<file path="src/rtl/if_stage_if.sv">
// ============================================================================
//  Module   : if_stage_if
//  Purpose  : Instruction-memory fetch bus between the IF stage and imem.
//             One request outstanding at a time: req/addr are held until
//             gnt, and the response comes later as rvalid/rdata.
//  Signals  : req    - fetch request          (fetch side -> memory)
//             addr   - word-aligned address   (fetch side -> memory)
//             gnt    - request accepted       (memory -> fetch side)
//             rvalid - read data valid        (memory -> fetch side)
//             rdata  - read data              (memory -> fetch side)
//  Revision : 1.0 - initial release
// ============================================================================
`default_nettype none

interface if_stage_if;
  logic        req;
  logic [31:0] addr;
  logic        gnt;
  logic        rvalid;
  logic [31:0] rdata;

  modport master (output req, output addr, input gnt, input rvalid, input rdata);
  modport slave  (input req, input addr, output gnt, output rvalid, output rdata);
endinterface

`default_nettype wire

</file>
<file path="src/rtl/if_stage.sv">
// ============================================================================
//  Module   : if_stage
//  Purpose  : RV32I instruction-fetch stage. Owns the architectural PC,
//             issues one-outstanding fetches on the imem bus, and presents
//             fetched instructions to the IF/ID register. It honours the
//             downstream stall and redirects on taken jumps/branches from EX.
//  Ports    : clk, rst     - clock, synchronous active-high reset
//             stall_i      - downstream cannot accept; freeze outputs
//             jump_i       - taken jump/branch this cycle
//             jump_addr_i  - redirect target
//             imem         - fetch bus (master side)
//             instr_o      - fetched instruction (NOP_INSTR when bubble)
//             pc_o         - PC of instr_o
//             valid_o      - instr_o is a real instruction
//             error_o      - sticky misaligned-redirect error
//  Revision : 1.0 - initial release
// ============================================================================
`default_nettype none

module if_stage #(
  parameter logic [31:0] RESET_PC  = 32'h0000_0000,
  parameter logic [31:0] NOP_INSTR = 32'h0000_0013
) (
  input  wire logic        clk,
  input  wire logic        rst,
  input  wire logic        stall_i,
  input  wire logic        jump_i,
  input  wire logic [31:0] jump_addr_i,
  if_stage_if.master       imem,
  output logic      [31:0] instr_o,
  output logic      [31:0] pc_o,
  output logic             valid_o,
  output logic             error_o
);

  // IDLE: requesting; WAIT: granted, awaiting data;
  // HOLD: data buffered while stalled; KILL: drop one stale response.
  typedef enum logic [1:0] {
    IDLE = 2'd0,
    WAIT = 2'd1,
    HOLD = 2'd2,
    KILL = 2'd3
  } state_t;

  state_t      state;
  logic [31:0] pc_r;
  logic [31:0] buf_data;
  logic [31:0] pc_plus4;

  // Modulo-2^32 increment: 0xFFFF_FFFC wraps to 0 without any error.
  assign pc_plus4  = pc_r + 32'd4;

  // Once a misaligned redirect has been seen, fetching stops until reset.
  assign imem.req  = (state == IDLE) && !error_o;
  assign imem.addr = pc_r;

  always_ff @(posedge clk) begin
    if (rst) begin
      state    <= IDLE;
      pc_r     <= RESET_PC;
      buf_data <= 32'd0;
      instr_o  <= NOP_INSTR;
      pc_o     <= RESET_PC;
      valid_o  <= 1'b0;
      error_o  <= 1'b0;
    end else if (jump_i) begin
      // Redirect overrides stall: the instruction path is flushed at once.
      pc_r    <= {jump_addr_i[31:2], 2'b00};
      instr_o <= NOP_INSTR;
      valid_o <= 1'b0;
      if (jump_addr_i[1:0] != 2'b00) begin
        error_o <= 1'b1;
      end
      case (state)
        // A grant this cycle means a response for the old PC is on its way.
        IDLE:    state <= (imem.req && imem.gnt) ? KILL : IDLE;
        WAIT:    state <= imem.rvalid ? IDLE : KILL;
        HOLD:    state <= IDLE;
        // If the stale response lands in the same cycle as a second redirect
        // it is already drained, so waiting on in KILL would never end.
        KILL:    state <= imem.rvalid ? IDLE : KILL;
        default: state <= IDLE;
      endcase
    end else begin
      // Default for an unstalled cycle is a bubble; presenting an
      // instruction below overrides it. A stalled cycle leaves outputs alone.
      if (!stall_i) begin
        instr_o <= NOP_INSTR;
        valid_o <= 1'b0;
      end
      case (state)
        IDLE: begin
          // Prefetch continues even while stalled; HOLD absorbs the result.
          if (imem.req && imem.gnt) begin
            state <= WAIT;
          end
        end
        WAIT: begin
          if (imem.rvalid) begin
            if (stall_i) begin
              buf_data <= imem.rdata;
              state    <= HOLD;
            end else begin
              instr_o <= imem.rdata;
              pc_o    <= pc_r;
              valid_o <= 1'b1;
              pc_r    <= pc_plus4;
              state   <= IDLE;
            end
          end
        end
        HOLD: begin
          if (!stall_i) begin
            instr_o <= buf_data;
            pc_o    <= pc_r;
            valid_o <= 1'b1;
            pc_r    <= pc_plus4;
            state   <= IDLE;
          end
        end
        KILL: begin
          if (imem.rvalid) begin
            state <= IDLE;
          end
        end
        default: state <= IDLE;
      endcase
    end
  end

endmodule

`default_nettype wire

</file>
<file path="src/flat_wrapper.sv">
// flat-port wrapper written by rule: the top's interface ports become plain ports
module if_stage_flat 
#(
  parameter logic [31:0] RESET_PC  = 32'h0000_0000,
  parameter logic [31:0] NOP_INSTR = 32'h0000_0013
)
  (clk, rst, stall_i, jump_i, jump_addr_i, instr_o, pc_o, valid_o, error_o, imem_req, imem_addr, imem_gnt, imem_rvalid, imem_rdata);
  if_stage_if imem_i ();
  input  wire logic clk;
  input  wire logic rst;
  input  wire logic stall_i;
  input  wire logic jump_i;
  input  wire logic [31:0] jump_addr_i;
  output logic      [31:0] instr_o;
  output logic      [31:0] pc_o;
  output logic valid_o;
  output logic error_o;
  output wire logic [$bits(imem_i.req)-1:0] imem_req;
  output wire logic [$bits(imem_i.addr)-1:0] imem_addr;
  input wire logic [$bits(imem_i.gnt)-1:0] imem_gnt;
  input wire logic [$bits(imem_i.rvalid)-1:0] imem_rvalid;
  input wire logic [$bits(imem_i.rdata)-1:0] imem_rdata;
  assign imem_req = imem_i.req;
  assign imem_addr = imem_i.addr;
  assign imem_i.gnt = imem_gnt;
  assign imem_i.rvalid = imem_rvalid;
  assign imem_i.rdata = imem_rdata;
  if_stage #(.RESET_PC(RESET_PC), .NOP_INSTR(NOP_INSTR)) u_core (.clk(clk), .rst(rst), .stall_i(stall_i), .jump_i(jump_i), .jump_addr_i(jump_addr_i), .imem(imem_i), .instr_o(instr_o), .pc_o(pc_o), .valid_o(valid_o), .error_o(error_o));
endmodule
</file>
<file path="config.mk">
export PLATFORM = sky130hd
export DESIGN_NAME = if_stage_flat
export DESIGN_NICKNAME = d
export VERILOG_FILES = /design/src/rtl/if_stage_if.sv /design/src/rtl/if_stage.sv /design/src/flat_wrapper.sv
export SDC_FILE = /design/constraint.sdc
export NUM_CORES = 1
export LEC_CHECK = 0
export CORE_UTILIZATION = 30
export DETAILED_ROUTE_END_ITERATION = 8
export HOLD_SLACK_MARGIN = 0.08
export PLACE_DENSITY = 0.58
export SYNTH_ARGS = -nofsm -noshare
export SYNTH_HDL_FRONTEND = slang
export SYNTH_SLANG_ARGS = --single-unit
</file>
<file path="constraint.sdc">
create_clock -name clk -period 2.4 [get_ports clk]
set_input_delay 0.48 -clock clk [delete_from_list [all_inputs] [get_ports clk]]
set_output_delay 0.48 -clock clk [all_outputs]
set_load 0.1 [all_outputs]
</file>
==> results_dict.tcl <==
set metrics [dict create \
    status "completed" \
    grt_max_degree 56 \
    place_area_sq_mm 0.007749 \
    fmax_mhz 465.3 \
    criticalPathCategory "flop to flop" \
    rows 51 \
    skew_ns 0.004599 \
    avgSynthCellArea_sq_um 8.013 \
    slew_headroom_pct 60.08 \
    clockBufferDepth 2 \
    hold_end "u_core.pc_o[15]$_SDFFE_PP0P_" \
    slew_violations 0 \
    gr-total-overflow 0 \
    gr-max-usage-layer "met2" \
    p_leak_nw 3.098 \
    vias_per_cell 5.208 \
    nets 972 \
    final_antenna_net_count 0 \
    ys_types 55 \
    hp-start "u_core.pc_o[15]$_SDFFE_PP0P_" \
    fillCellCount 1953 \
    firstDrtPassIters 8 \
    yosys.area.top_type "dfxtp_1" \
    routed-via-count 6114 \
    period_share_pct 89.55 \
    worst_slew_pin_slew_ns 0.5988 \
    die_w_um 143.1 \
    post-route-min-period_ns 2.149 \
    hold_class "flop to flop" \
    dp_worst_setup_slack_ns 0.02764 \
    design_area_sq_mm 0.008322 \
    critPathRequiredTime_ns 2.70 \
    port_buffers 164 \
    tritoncts "yes" \
    reg2reg_to "u_core.imem.addr[20]$_SDFFE_PP0P_" \
    area_growth_pct 39.40 \
    drv_cap 0 \
    min_path_cells 2 \
    postCtsSetupBuffers 0 \
    postCtsResizedCells 0 \
    h-tree-depth 4 \
    root_buffer "clkbuf_16" \
    synth_area_leaders "dfxtp_1 (43%), nand2_1 (9.5%), a21oi_1 (6.1%)" \
    synth_top_area_share_pct 42.93 \
    grt_pass1_vias 5673 \
    hold_viol 0 \
    rrSetupSlack_ns 0.25 \
    utilization_pct 42.76 \
    worstRegToRegCells 6 \
    rsz0062_at_grt "no" \
    io_pins 169 \
    synth_edf_count 0 \
    use_met3_pct 4.225 \
    die_height_um 143.1 \
    critPathArrivalTime_ns 2.45 \
    globalRouteMet1Util_pct 23.92 \
    dpl.hpwl_um 12670 \
    die_area_sq_mm 0.02047 \
    setup_violations 0 \
    clk_pin_slew_worst_paths_ns 0.06 \
    ys_seq_area_share_pct 42.93 \
    ys.flop_type "dfxtp_1" \
    core_area_sq_mm 0.01946 \
    syn-cell-area_sq_mm 0.005969 \
    ys_ff_latch 128 \
    grt_pass1_wl_um 29760 \
    powerDensity_mw_per_mm2 742.8 \
    drive_gt1_share_pct 20.35 \
    start_kind "flop" \
    numCtsBuffers 17 \
    gp_congestion 0.8076 \
    cts.sinks 128 \
    fin_hold_ws_ns 0.4535 \
    wl_um 19160 \
    final.setup.tns_ns 0 \
    grt.met2_usage_pct 30.86 \
    synthArstFlopShare_pct 0 \
    r2r_start "u_core.state[1]$_SDFFE_PP0P_" \
    antenna_found_initial 0 \
    wl_per_cell_um 16.32 \
    synth_warnings 0 \
    peakVddDrop_mv 0.4834 \
    drt_iter0_markers 576 \
    start_util_pct 30.67 \
    postCtsHoldBufs 0 \
    insertion_delay_ns 0.42 \
    diodes 0 \
    track_usage_pct 18.70 \
    endpoint_kind "flop" \
    critPathMaxFanout 4 \
    syn-instance-count 745 \
    worst_slack_ns 0.2507 \
    drc 0 \
]
==> metrics by stage <==
stage	instances	total power [W]
6_report	1174	0.006182
5_1_grt	1174	0.006425
4_1_cts	1174	0.006242
3_5_place_dp	1142	0.003728
3_3_place_gp	1142	0.003726
2_1_floorplan	748	0.003281
==> worst max path at each step <==
| stage | startpoint | endpoint | slack, ns | cells past startpoint |
|---|---|---|---|---|
| floorplan | u_core.imem.addr[11]$_SDFFE_PP0P_ | u_core.imem.addr[19]$_SDFFE_PP0P_ | 0.02 | 4 |
| global placement | imem_rvalid | u_core.imem.addr[28]$_SDFFE_PP0P_ | 0.08 | 6 |
| detailed placement | imem_rvalid | u_core.imem.addr[20]$_SDFFE_PP0P_ | 0.03 | 5 |
| CTS | u_core.state[1]$_SDFFE_PP0P_ | u_core.imem.addr[20]$_SDFFE_PP0P_ | 0.21 | 6 |
| global route | u_core.state[1]$_SDFFE_PP0P_ | u_core.imem.addr[15]$_SDFFE_PP0P_ | 0.05 | 8 |
| finish | u_core.state[1]$_SDFFE_PP0P_ | u_core.imem.addr[20]$_SDFFE_PP0P_ | 0.25 | 6 |
==> Yosys cell counts, drive strengths merged (7+ instances only) <==
| cell type | count |
|---|---|
| and4 | 7 |
| nor2b | 7 |
| or3 | 9 |
| nand4 | 12 |
| a22o | 29 |
| clkbuf | 51 |
| a21oi | 73 |
| o21ai | 13 |
| a222oi | 28 |
| inv | 16 |
| nor4 | 10 |
| nor3 | 13 |
| nand2 | 151 |
| nand3 | 17 |
| a311oi | 9 |
| nor2 | 57 |
| a211oi | 8 |
| buf | 17 |
| and3 | 13 |
| dfxtp | 128 |
==> critical path: stages (launching register included) <==
cell	delay [ns]
dfxtp_1	0.39
inv_1	0.10
ha_1	0.22
mux2i_1	0.15
or3_1	0.44
or3_1	0.39
a2111oi_1	0.34
==> final cells by class <==
class	count	area, sq um	share of cell area, %
well taps	265	331.6	3.984
clock buffers	18	439.2	5.277
inverters	16	60.06	0.7217
clock inverters	14	133.9	1.609
multi-input cells	536	3089	37.12
repair buffers	197	1689	20.30
flip-flops and latches	128	2579	30.99
==> sequential cells by signal (all words and copies together), names as in the netlist <==
register / cells
u_core.buf_data: 32
u_core.error_o: 1
u_core.imem.addr: 30
u_core.instr_o: 32
u_core.pc_o: 30
u_core.state: 2
u_core.valid_o: 1
==> power breakdown <==
| group | leakage (nW) | internal [W] | switching [W] |
|---|---|---|---|
| Combinational | 1.78 | 0.000411 | 0.000960 |
| Sequential | 1.04 | 0.00221 | 0.0000983 |
| Clock | 0.278 | 0.00147 | 0.00104 |
==> cell families after synthesis <==
logic type	share of synthesized area, %
flip-flops	42.93
buffers and inverters	5.638
adder cells (fa/ha/maj)	1.258
other	0.06282
XOR/XNOR	1.027
AO/OA/AOI/OAI	24.04
multiplexers	0.3563
AND/OR/NAND/NOR	24.69
==> routing by layer <==
layer | wire length (um) | vias up | part of all wire, %
li1 | - | 3002 | -
met1 | 8782 | 2898 | 46
met2 | 8981 | 191 | 47
met3 | 1101 | 23 | 5.7
met4 | 297 | 0 | 1.6
met5 | 0 | - | 0
==> cell usage in the layout (no fill, tap or decap), drive strengths merged, types with 3 or more instances in the layout <==
| master | count |
|---|---|
| ha | 6 |
| a21oi | 73 |
| o22ai | 4 |
| and2 | 3 |
| o31a | 3 |
| nor4 | 10 |
| nor2 | 57 |
| xnor2 | 6 |
| o21bai | 3 |
| or3 | 9 |
| o21ai | 13 |
| or4 | 3 |
| a222oi | 28 |
| and3 | 13 |
| a221oi | 3 |
| nor3b | 3 |
| dfxtp | 128 |
| a311oi | 9 |
| nand2b | 5 |
| a311o | 3 |
| clkdlybuf4s50 | 66 |
| clkbuf | 18 |
| and4 | 7 |
| a211oi | 8 |
| nand2 | 151 |
| clkinv | 7 |
| nand3 | 17 |
| nor2b | 7 |
| conb | 4 |
| nor3 | 13 |
| o31ai | 6 |
| a31oi | 3 |
| o21a | 5 |
| buf | 131 |
| nand4 | 12 |
| a22o | 29 |
| a2111oi | 4 |
| inv | 20 |
Power figures use the tool's default switching activity.
